### src/rtl/down_timer.sv
// Loadable down-counting timer with expiry pulse; stops in DONE or
// reloads from the last loaded value, depending on AUTO_RELOAD.
module down_timer #(
    parameter int WIDTH       = 8,
    parameter bit AUTO_RELOAD = 1'b0
) (
    input  logic             clk,
    input  logic             reset,
    input  logic             ena,
    input  logic             load,
    input  logic [WIDTH-1:0] load_value,
    input  logic             clr,
    output logic [WIDTH-1:0] result,
    output logic             busy,
    output logic             done,
    output logic             zero,
    output logic             expired
);

    typedef enum logic [1:0] {IDLE, RUN, DONE} state_t;

    localparam logic [WIDTH-1:0] ONE = {{(WIDTH-1){1'b0}}, 1'b1};

    state_t           state;
    logic [WIDTH-1:0] reload_reg;

    // busy/done are registered alongside state so they never depend on inputs
    always_ff @(posedge clk) begin
        if (reset) begin
            state      <= IDLE;
            result     <= '0;
            reload_reg <= '0;
            expired    <= 1'b0;
            busy       <= 1'b0;
            done       <= 1'b0;
        end else begin
            expired <= 1'b0;
            if (clr) begin
                state  <= IDLE;
                result <= '0;
                busy   <= 1'b0;
                done   <= 1'b0;
            end else if (load) begin
                result     <= load_value;
                reload_reg <= load_value;
                done       <= 1'b0;
                if (load_value != '0) begin
                    state <= RUN;
                    busy  <= 1'b1;
                end else begin
                    state <= IDLE;
                    busy  <= 1'b0;
                end
            end else if (state == RUN && ena) begin
                if (result > ONE) begin
                    result <= result - ONE;
                end else if (result == ONE) begin
                    expired <= 1'b1;
                    if (AUTO_RELOAD) begin
                        result <= reload_reg;
                    end else begin
                        result <= '0;
                        state  <= DONE;
                        busy   <= 1'b0;
                        done   <= 1'b1;
                    end
                end
            end
        end
    end

    assign zero = (result == '0);

endmodule

### config.mk
export PLATFORM = sky130hd
export DESIGN_NAME = down_timer
export DESIGN_NICKNAME = d
export VERILOG_FILES = /design/src/rtl/down_timer.sv
export SDC_FILE = /design/constraint.sdc
export NUM_CORES = 1
export LEC_CHECK = 0
export ABC_CLOCK_PERIOD_IN_PS = 2300
export BUFFER_PORTS_ARGS = -buffer_cell sky130_fd_sc_hd__clkbuf_2
export CELL_PAD_IN_SITES_DETAIL_PLACEMENT = 0
export CELL_PAD_IN_SITES_GLOBAL_PLACEMENT = 2
export CORE_AREA = 2 2 56 58
export DETAILED_ROUTE_END_ITERATION = 6
export DIE_AREA = 0 0 58 60
export PLACE_DENSITY = 0.73
export SLEW_MARGIN = 20
export SYNTH_ARGS = -nofsm -noshare
export SYNTH_HDL_FRONTEND = slang
export SYNTH_SLANG_ARGS = --single-unit
### constraint.sdc
create_clock -name clk -period 2.3 [get_ports clk]
set_clock_uncertainty 0.15 [all_clocks]
set_input_delay 0.23 -clock clk [delete_from_list [all_inputs] [get_ports clk]]
set_output_delay 0.23 -clock clk [all_outputs]
set_load 0.01 [all_outputs]
==> metrics.md, run 1 <==
| Metric | Value |
|---|---|
| Status | finished clean |
| Final setup violating endpoints | 0 |
| Clock power frac | 27.8% |
| GRT Util Overall | 13.4% |
| Hold Slack | 0.0553 ns |
| Period utilization | 94.6% |
| CP arrival | 2.19 ns |
| Vias in the first global route | 770 |
| Area share of the largest cell type after synthesis | 31.7% |
| Least-Margin Pin Slew | 0.419 ns |
| Power share of the combinational group | 26.3% |
| Int Pwr | 330 uW |
| Chip height | 60 um |
| Synth Instances | 93 |
| TNS Setup | 0 ns |
| Hold depth | 3 |
| Worst reg2reg path endpoint | result[7] |
| Nets | 138 |
| Largest family of logic cells by synthesized area | simple AND/OR/NAND/NOR gates |
| GP Congestion | 0.806 |
| Sequential area share after synthesis | 31.7% |
| Initial antenna violation count | 0 |
| Max cap viols | 0 |
| FP Rows | 20 |
| Slowest-stage cell, CP | or4b_4 |
| IO Pins | 25 |
| Port Buf Inserts | 24 |
| Overflow after GRT | 0 |
| Fin area | 928 um^2 |
| Die area | 3480 um^2 |
| Fillcell total | 327 |
| Post-CTS Setup Inserts | 0 |
| Slowest stage delay, CP | 0.51 ns |
| Syn Std Cell Area | 757 um^2 |
| DR pass1 iterations | 4 |
| Synth Warn # | 0 |
| Sw Share | 31.2% |
| Hold_sp | load_value[2] |
| Clk buf depth | 2 |
| Asr flop ratio synth | 0% |
| Crit start category | flop |
| Starting density of the core | 26.1% |
| Clk sinks | 12 |
| Leakage power total | 0.000393 uW |
| Vias/cell | 5.09 |
| Sequential Power Share | 45.8% |
| Initial DRC Count | 30 |
| Total CTS buffers | 3 |
| Post-synthesis adder-cell area fraction | 4.96% |
| Hold_buf cts | 0 |
| Worst r2r src | result[1] |
| Final HPWL DP | 1.61 mm |
| Yosys reg bits | 12 |
| CTS clk-pin slew, worst paths | 0.07 ns |
| R2R Setup Slk | 0.12 ns |
| Hold Path End | result[2] |
| Syn_nets | 109 |
| Post-synthesis compound-gate area fraction | 25.0% |
| First-pass GRT wire length | 3.44 mm |
| Hold WC Path Type | input pin to flop |
| Worst R2R Path Depth | 7 |
| Share of layout cells above drive strength 1 | 33.3% |
| Crit path buf inv count | 1 |
| Crit path cell chain | inv_1 > ha_1 > or4b_4 > o31a_1 > or2_4 > a32oi_1 > nor2_1 |
| RSZ-0062 raised after global routing | no |
| Mean routed wirelength per cell | 13.4 um |
| H-tree levels | 1 |
| TritonCTS clock tree | yes |
| Final std cells w/o fill | 153 |
| Routed Antenna Nets | 0 |
| Delay-heaviest family, CP | simple AND/OR/NAND/NOR gates |
| Post-Synth Simple-Gate Area | 29.9% |
| Post-CTS Resized | 0 |
| Drt drc | 0 |
| Pin count of the biggest net entering global routing | 18 |
| Layout area overhead | 22.6% |
| Required time of the critical path | 2.32 ns |
| Switching pwr | 150 uW |
| Placed Cells | 150 |
| Antenna Cells | 0 |
| PnR worst setup slack | 0.124 ns |
| Die span in x | 58 um |
| Post-Route WL | 2.06 mm |
| Worst Setup SP | result[1] |
| XOR/XNOR Fraction of Synth Area | 0% |
| Critical path endpoint category | flop |
| Post-Syn Area per Cell | 8.14 um^2 |
| Mux share of post-synthesis cell area | 0% |
| Minimum clock period | 2.18 ns |
| Relative slew margins | 71.4% |
| Max FO, Critical Path | 8 |
| Post-DP Area | 903 um^2 |
| Post-synth EDFFs | 0 |
| Place WS | 0.0727 ns |
| Top cells by area, synth | dfxtp_1, nand2_1, nor2_1 |
| Pwr Density | 517 nW/um^2 |
| Pins Over Slew Limit | 0 |
| Clk Latency, worst-skew pair | 0.28 ns |
| VDD IR-drop max | 0.000193 V |
| Final Hold Vio Count | 0 |
| Max Freq | 460 MHz |
| Root Driver | clkbuf_4 |
| CP Class | flop to flop |
| Netlist cell types | 35 |
| Dominant synthesized flop cell | dfxtp_1 |
| Via Count | 779 |
| Core box area | 2900 um^2 |
| Synth area leader | dfxtp_1 |
[worst min-delay path, cell delays in order]
cell	delay [ns]
clkbuf_2	0.09
nor2_1	0.08
nor3_1	0.05
[metrics by stage]
step	total power (uW)	util [%]
floorplan	308	-
detailed placement	350	31.1
finish	480	32.0
global route	515	32.0
CTS	485	31.9
global placement	352	31.1
[layout by cell type, fill, tap and decap left out, types with 3 or more instances in the layout]
cell type,count
ha_1,3
o31ai_1,3
nand3_1,3
a21oi_1,4
dfxtp_1,12
nor2_1,11
clkbuf_2,24
nand2_1,11
clkbuf_4,3
o21ai_0,3
nor3_1,7
inv_1,5
buf_4,4
[cells in the mapped netlist (2+ instances only)]
library cell,number
a211oi_1,2
a211oi_2,2
a21boi_0,2
a21oi_1,4
a32oi_1,2
buf_6,2
dfxtp_1,12
ha_1,3
inv_1,5
nand2_1,11
nand3_1,3
nor2_1,11
nor3_1,7
o21ai_0,3
o31ai_1,3
or4_1,2
[final cells by class]
| type | instances | area (um^2) | share of cell area, % |
|---|---|---|---|
| multi-input cells | 72 | 455 | 49.1 |
| flip-flops and latches | 12 | 240 | 25.9 |
| clock buffers | 3 | 22.5 | 2.43 |
| well taps | 33 | 41.3 | 4.45 |
| inverters | 5 | 18.8 | 2.02 |
| repair buffers | 28 | 150 | 16.2 |
[worst max-delay path by stage]
stage / slack (ns) / to / cells after the start
detailed placement: 0.07 / result[3] / 7
floorplan: 0.11 / result[3] / 8
finish: 0.12 / result[7] / 7
global route: 0.01 / result[3] / 7
CTS: 0.05 / result[7] / 7
global placement: 0.12 / result[7] / 7
[state kept, by name, indices dropped and copies added, names as in the netlist]
| register | count |
|---|---|
| result | 8 |
| state | 2 |
| done | 1 |
| expired | 1 |
[routing by layer]
layer	up-vias	part of all wire [%]	track usage, %
met5	-	0	0
met4	0	3.7	9.30
met3	7	4.7	3.90
met2	25	46	20.6
met1	353	45	16.1
li1	394	-	-
[kinds of logic (layout without fill, tap and decap cells)]
logic type      after synthesis  count (layout)
fa+ha+maj                     3               3
buf+inv                       9              36
simple gates                 44              44
flops                        12              12
compound gates               25              25
[power by group through the flow]
stage | Clock [uW] | Combinational (uW) | Sequential (uW)
5_1_grt | 153 | 141 | 221
2_1_floorplan | 0 | 79.5 | 229
3_3_place_gp | 0 | 127 | 225
3_5_place_dp | 0 | 125 | 225
6_report | 134 | 126 | 220
4_1_cts | 139 | 126 | 220
No activity file was read; power rests on OpenSTA's default activity.
==> run 2: changes to the inputs <==
--- a/config.mk
+++ b/config.mk
@@ -5,14 +5,15 @@
 export SDC_FILE = /design/constraint.sdc
 export NUM_CORES = 1
 export LEC_CHECK = 0
+export ABC_AREA = 1
 export ABC_CLOCK_PERIOD_IN_PS = 2300
 export BUFFER_PORTS_ARGS = -buffer_cell sky130_fd_sc_hd__clkbuf_2
 export CELL_PAD_IN_SITES_DETAIL_PLACEMENT = 0
 export CELL_PAD_IN_SITES_GLOBAL_PLACEMENT = 2
-export CORE_AREA = 2 2 56 58
+export CORE_AREA = 2 2 62 64
 export DETAILED_ROUTE_END_ITERATION = 6
-export DIE_AREA = 0 0 58 60
-export PLACE_DENSITY = 0.73
+export DIE_AREA = 0 0 64 66
+export PLACE_DENSITY = 0.72
 export SLEW_MARGIN = 20
 export SYNTH_ARGS = -nofsm -noshare
 export SYNTH_HDL_FRONTEND = slang
==> run 2 against run 1 <==
  * Global-route usage decreased by 0.74 points
  * Area after synthesis is 11% higher
  * Critical path depth grew 2
  * Combinational power increased by 82%
  * Clock power up 6%
  * Final area increased by 11%
  * Worst setup slack better by 0.33 ns
  * Sequential share of layout area is 2.5 points lower
  * Die area rose by 21%
==> metrics.md, run 2 <==
| Metric | Value |
|---|---|
| Crit path cell chain | inv_1 > ha_1 > nand2_1 > nor2_1 > nand4_4 > nand2_2 > nand2_1 > nand2_1 > nor2_1 |
| Post-Route WL | 2.43 mm |
| CP Class | flop to flop |
| Area share of the largest cell type after synthesis | 28.5% |
| Post-synthesis adder-cell area fraction | 4.46% |
| Final Hold Vio Count | 0 |
| Delay-heaviest family, CP | simple AND/OR/NAND/NOR gates |
| Critical path endpoint category | flop |
| Pins Over Slew Limit | 0 |
| Starting density of the core | 23.7% |
| Regs by FF count | result (8), state (2) |
| CTS clk-pin slew, worst paths | 0.09 ns |
| GP Congestion | 0.771 |
| TNS Setup | 0 ns |
| Least-Margin Pin Slew | 0.460 ns |
| DR pass1 iterations | 3 |
| Leakage power total | 0.000559 uW |
| Hold Path End | result[0] |
| Initial antenna violation count | 0 |
| Routed Antenna Nets | 0 |
| Max Freq | 540 MHz |
| Slowest-stage cell, CP | dfxtp_1 |
| Total power draw | 602 uW |
| Largest family of logic cells by synthesized area | simple AND/OR/NAND/NOR gates |
| Worst R2R Path Depth | 9 |
| Drt drc | 0 |
| Pwr Density | 585 nW/um^2 |
| IO Pins | 25 |
| Share of layout cells above drive strength 1 | 19.2% |
| Layout area overhead | 22.3% |
| Post-CTS Resized | 0 |
| Crit path buf inv count | 1 |
| Port Buf Inserts | 24 |
| Hold_buf cts | 0 |
| Post-DP Area | 1010 um^2 |
| Overflow after GRT | 0 |
| Netlist cell types | 18 |
| Clk Latency, worst-skew pair | 0.29 ns |
| H-tree levels | 1 |
| Hold WC Path Type | input pin to flop |
| Synth area leader | dfxtp_1 |
| Most used cell, CP | nand2_1 |
| Synth top cells by count | nand2_1, nor2_1, inv_1 |
| FP Rows | 22 |
| Mean routed wirelength per cell | 11.3 um |
| Total CTS buffers | 3 |
| Crit start category | flop |
| Nets | 185 |
| Dominant synthesized flop cell | dfxtp_1 |
| Chip height | 66 um |
| Hold depth | 5 |
| Worst r2r src | result[0] |
| Pin count of the biggest net entering global routing | 12 |
| TritonCTS clock tree | yes |
| Largest register FFs | 8 |
| Worst reg2reg path endpoint | result[6] |
| GRT Util Overall | 12.7% |
| Vias/cell | 4.18 |
| Syn Std Cell Area | 842 um^2 |
| Die area | 4220 um^2 |
| Top cells by area, synth | dfxtp_1, nand2_1, nor2_1 |
| Fin area | 1030 um^2 |
| Required time of the critical path | 2.33 ns |
| Syn_nets | 158 |
| R2R Setup Slk | 0.45 ns |
| Post-Syn Area per Cell | 5.93 um^2 |
| Post-Synth Simple-Gate Area | 52.5% |
| First-pass GRT wire length | 4.06 mm |
| Commonest non-fill, non-tap cell in the layout | nand2_1 |
| XOR/XNOR Fraction of Synth Area | 3.12% |
| Hold_sp | load_value[0] |
| Clk buf depth | 2 |
| Core box area | 3550 um^2 |
| Relative slew margins | 69.3% |
| Synth Warn # | 0 |
| Count leader, synth | nand2_1 |
| Largest Register | result |
| Post-synthesis compound-gate area fraction | 3.86% |
| Most frequent cells in the layout | nand2_1, nor2_1, clkbuf_2, inv_1, dfxtp_1 |
| Sequential area share after synthesis | 28.5% |
| VDD IR-drop max | 0.000184 V |
| Final HPWL DP | 1.93 mm |
| Via Count | 899 |
| Status | finished clean |
| Yosys reg bits | 12 |
| Mux share of post-synthesis cell area | 0% |
| RSZ-0062 raised after global routing | no |
| Worst Setup SP | result[0] |
| Minimum clock period | 1.85 ns |
| CP arrival | 1.88 ns |
| Initial DRC Count | 14 |
| Synth Instances | 142 |
| Vias in the first global route | 881 |
| Die span in x | 64 um |
| Clk sinks | 12 |
| Max cap viols | 0 |
| Root Driver | clkbuf_4 |
| Antenna Cells | 0 |
| Period utilization | 80.4% |
| Post-synth EDFFs | 0 |
| Slowest stage delay, CP | 0.36 ns |
| Max FO, Critical Path | 11 |
| Final setup violating endpoints | 0 |
| Post-CTS Setup Inserts | 0 |
| Asr flop ratio synth | 0% |
-- run 2: changes by cell type in the layout (fill, tap and decap cells not counted), moves of 3 or more --
cell,change
nand2_1,+38
o31ai_1,-3
nor3_1,-7
nand3_1,+7
buf_4,-4
inv_1,+8
xor2_1,+3
nand4_1,+4
nor2_1,+24
-- run 2: how the worst max path moves through the flow --
stage	endpoint	cells past startpoint
after floorplan	result[4]	10
after global placement	result[0]	9
after detailed placement	result[7]	9
after CTS	result[7]	9
after global routing	result[1]	9
final	result[6]	9
-- run 2: cell type report --
type / count / area [um^2]
fill: 414 / 2520
sequential: 12 / 240
timing repair buffer: 24 / 120
multi-input combinational: 115 / 538
tap: 48 / 60.1
inverter: 13 / 48.8
clock buffer: 3 / 22.5
-- run 2: kinds of logic (layout without fill, tap and decap cells) --
family / after synthesis / after routing
compound gates: 6 / 6
simple gates: 103 / 103
buf+inv: 15 / 40
fa+ha+maj: 3 / 3
xor+xnor: 3 / 3
flops: 12 / 12
-- run 2: per-stage QoR --
stage               worst slack [ns]  util, %  hold slack [ns]  std cells
global route                   0.253     29.0            0.149        215
global placement               0.514     28.4            0.291        212
finish                         0.450     29.0            0.113        215
detailed placement             0.469     28.4            0.313        212
floorplan                      0.631        -            0.268        142
CTS                            0.444     29.0            0.123        215
-- run 2: worst reg2reg max path, cell delays in order, from the launching register on --
cell,delay [ns]
dfxtp_1,0.36
inv_1,0.14
ha_1,0.28
nand2_1,0.08
nor2_1,0.17
nand4_4,0.16
nand2_2,0.23
nand2_1,0.08
nand2_1,0.06
nor2_1,0.04
-- run 2: per-layer routing --
metal / routed length [um] / GRT usage (%) / vias to the layer above
li1: - / - / 491
met4: 40 / 5.71 / 0
met5: 0 / 0 / -
met2: 1130 / 21.6 / 17
met3: 103 / 2.73 / 5
met1: 1160 / 15.3 / 386
-- run 2: where the power goes --
group	total (uW)	internal (uW)	switching (uW)
Sequential	231	218	12.5
Combinational	229	82.9	146
Clock	142	60.8	81.4
Total	602	362	240
==> run 3: changes to the inputs <==
==> config.mk (replaced) <==
export PLATFORM = sky130hd
export DESIGN_NAME = down_timer
export DESIGN_NICKNAME = d
export VERILOG_FILES = /design/src/rtl/down_timer.sv
export SDC_FILE = /design/constraint.sdc
export NUM_CORES = 1
export LEC_CHECK = 0
export ABC_AREA = 0
export ABC_CLOCK_PERIOD_IN_PS = 1800
export BUFFER_PORTS_ARGS = -buffer_cell sky130_fd_sc_hd__clkbuf_2
export CELL_PAD_IN_SITES_DETAIL_PLACEMENT = 0
export CELL_PAD_IN_SITES_GLOBAL_PLACEMENT = 2
export CORE_AREA = 2 2 56 58
export DETAILED_ROUTE_END_ITERATION = 6
export DIE_AREA = 0 0 58 60
export PLACE_DENSITY = 0.73
export SLEW_MARGIN = 20
export SYNTH_ARGS = -nofsm -noshare
export SYNTH_HDL_FRONTEND = slang
export SYNTH_SLANG_ARGS = --single-unit
==> constraint.sdc (replaced) <==
create_clock -name clk -period 1.8 [get_ports clk]
set_clock_uncertainty 0.15 [all_clocks]
set_input_delay 0.18 -clock clk [delete_from_list [all_inputs] [get_ports clk]]
set_output_delay 0.18 -clock clk [all_outputs]
set_load 0.01 [all_outputs]
==> run 3 against run 2 <==
  * The run now ends with negative setup slack left
  * Combinational power down 3%
  * Largest power group unchanged
  * Sequential share of layout area down 1.7 points
  * Global-route usage increased by 3.4 points
  * Non-clock buffer count rose by 23
  * Critical path type unchanged
==> metrics.md, run 3 (synthesis results as in run 1) <==
| Metric | Value |
|---|---|
| Status | finished, violations left |
| Violated checks | negative setup slack |
| Clk sinks | 12 |
| Max cap viols | 0 |
| TritonCTS clock tree | yes |
| Slowest stage delay, CP | 0.45 ns |
| Largest Register | result |
| Crit path buf inv count | 1 |
| Share of layout cells above drive strength 1 | 50.0% |
| RSZ-0062 raised after global routing | yes |
| Crit start category | flop |
| Worst reg2reg path endpoint | result[7] |
| CP arrival | 2.07 ns |
| GRT Util Overall | 16.1% |
| Die area | 3480 um^2 |
| CTS clk-pin slew, worst paths | 0.09 ns |
| FP Rows | 20 |
| Initial DRC Count | 21 |
| Least-Margin Pin Slew | 0.409 ns |
| Crit path cell chain | inv_4 > ha_4 > or4b_4 > o31a_1 > or2_4 > a32oi_2 > nor2_1 |
| Regs by FF count | result (8), state (2) |
| Initial antenna violation count | 0 |
| Minimum clock period | 2.05 ns |
| Antenna Cells | 0 |
| CP Class | flop to flop |
| Die span in x | 58 um |
| Leakage power total | 0.000502 uW |
| Hold Path End | result[4] |
| Hold WC Path Type | input pin to flop |
| Clk buf depth | 2 |
| Fin area | 1140 um^2 |
| Clk Latency, worst-skew pair | 0.28 ns |
| Critical path endpoint category | flop |
| Final setup violating endpoints | 7 |
| Pins Over Slew Limit | 0 |
| Commonest non-fill, non-tap cell in the layout | clkbuf_2 |
| Vias in the first global route | 882 |
| Port Buf Inserts | 24 |
| Relative slew margins | 72.0% |
| Slowest-stage cell, CP | or4b_4 |
| Mean routed wirelength per cell | 14.5 um |
| Routed Antenna Nets | 0 |
| Delay-heaviest family, CP | simple AND/OR/NAND/NOR gates |
| Worst Setup SP | result[0] |
| Largest register FFs | 8 |
| Max FO, Critical Path | 8 |
| Nets | 157 |
| Core box area | 2900 um^2 |
| IO Pins | 25 |
| Root Driver | clkbuf_4 |
| GP Congestion | 0.846 |
| VDD IR-drop max | 0.000421 V |
| Worst r2r src | result[0] |
| Drt drc | 0 |
| DR pass1 iterations | 4 |
| GR Util met2 | 25.3% |
| Total CTS buffers | 3 |
| PnR worst setup slack | -0.252 ns |
| Vias/cell | 5.07 |
| Utilization after layout | 39.3% |
| Required time of the critical path | 1.82 ns |
| Met1 usage | 21.3% |
| Layout area overhead | 50.7% |
| First-pass GRT wire length | 4.15 mm |
| Max Freq | 487 MHz |
| Overflow after GRT | 0 |
| Period utilization | 114% |
| Hold Slack | 0.00848 ns |
| Post-Route WL | 2.50 mm |
| Worst R2R Path Depth | 7 |
| Starting density of the core | 26.1% |
| H-tree levels | 1 |
| Pin count of the biggest net entering global routing | 18 |
| Final HPWL DP | 1.83 mm |
| Most frequent cells in the layout | clkbuf_2, buf_4, nor2_1, nand2_1, dfxtp_1 |
| Layer carrying the most global-route usage | met2 |
| Hold_sp | load_value[4] |
| Post-DP Area | 1040 um^2 |
| R2R Setup Slk | -0.25 ns |
| Final Hold Vio Count | 0 |
| Via Count | 877 |
| Hold depth | 3 |
| Grt met3 use | 3.46% |
| TNS Setup | -1.22 ns |
| Chip height | 60 um |
| Pwr Density | 643 nW/um^2 |
run 3: worst min-delay path, cell delays in order:
cell      delay [ns]
clkbuf_2        0.10
nor2_1          0.08
a211oi_1        0.05
run 3: per-stage QoR:
stage | setup WS (ns) | total power (uW) | cells
2_1_floorplan | -0.323 | 397 | 93
4_1_cts | -0.222 | 736 | 172
5_1_grt | -0.314 | 777 | 173
6_report | -0.252 | 734 | 173
3_5_place_dp | -0.305 | 483 | 165
3_3_place_gp | -0.295 | 483 | 165
run 3: cell type report:
cell class	instances	area, um^2
multi-input combinational	72	499
fill	325	1760
sequential	12	246
inverter	5	21.3
clock buffer	4	36.3
timing repair buffer	47	297
tap	33	41.3
run 3: where the power goes:
group | internal [uW] | switching, uW | leakage, uW | total, uW
clock network | 123 | 108 | 0.0000210 | 232
logic | 110 | 114 | 0.000382 | 223
registers | 273 | 5.58 | 0.0000991 | 279
run 3: what timing repair did:
item / CTS / global route
hold buffers: 0 / 0
endpoints found under the setup margin: 7 / 7
setup buffers: 3 / 1
pin swaps: 8 / 2
gates resized for setup: 6 / 3
run 3: worst max path at each step:
stage / to / cells past startpoint
6_report: result[7] / 7
3_3_place_gp: result[7] / 7
2_1_floorplan: result[3] / 8
5_1_grt: result[3] / 7
3_5_place_dp: result[7] / 7
4_1_cts: result[7] / 7
run 3: metal layers:
layer  routed length [um]  share of wire (%)
met4                   27                1.1
met3                   67                2.7
met5                    0                  0
met2                 1250                 50
met1                 1160                 46
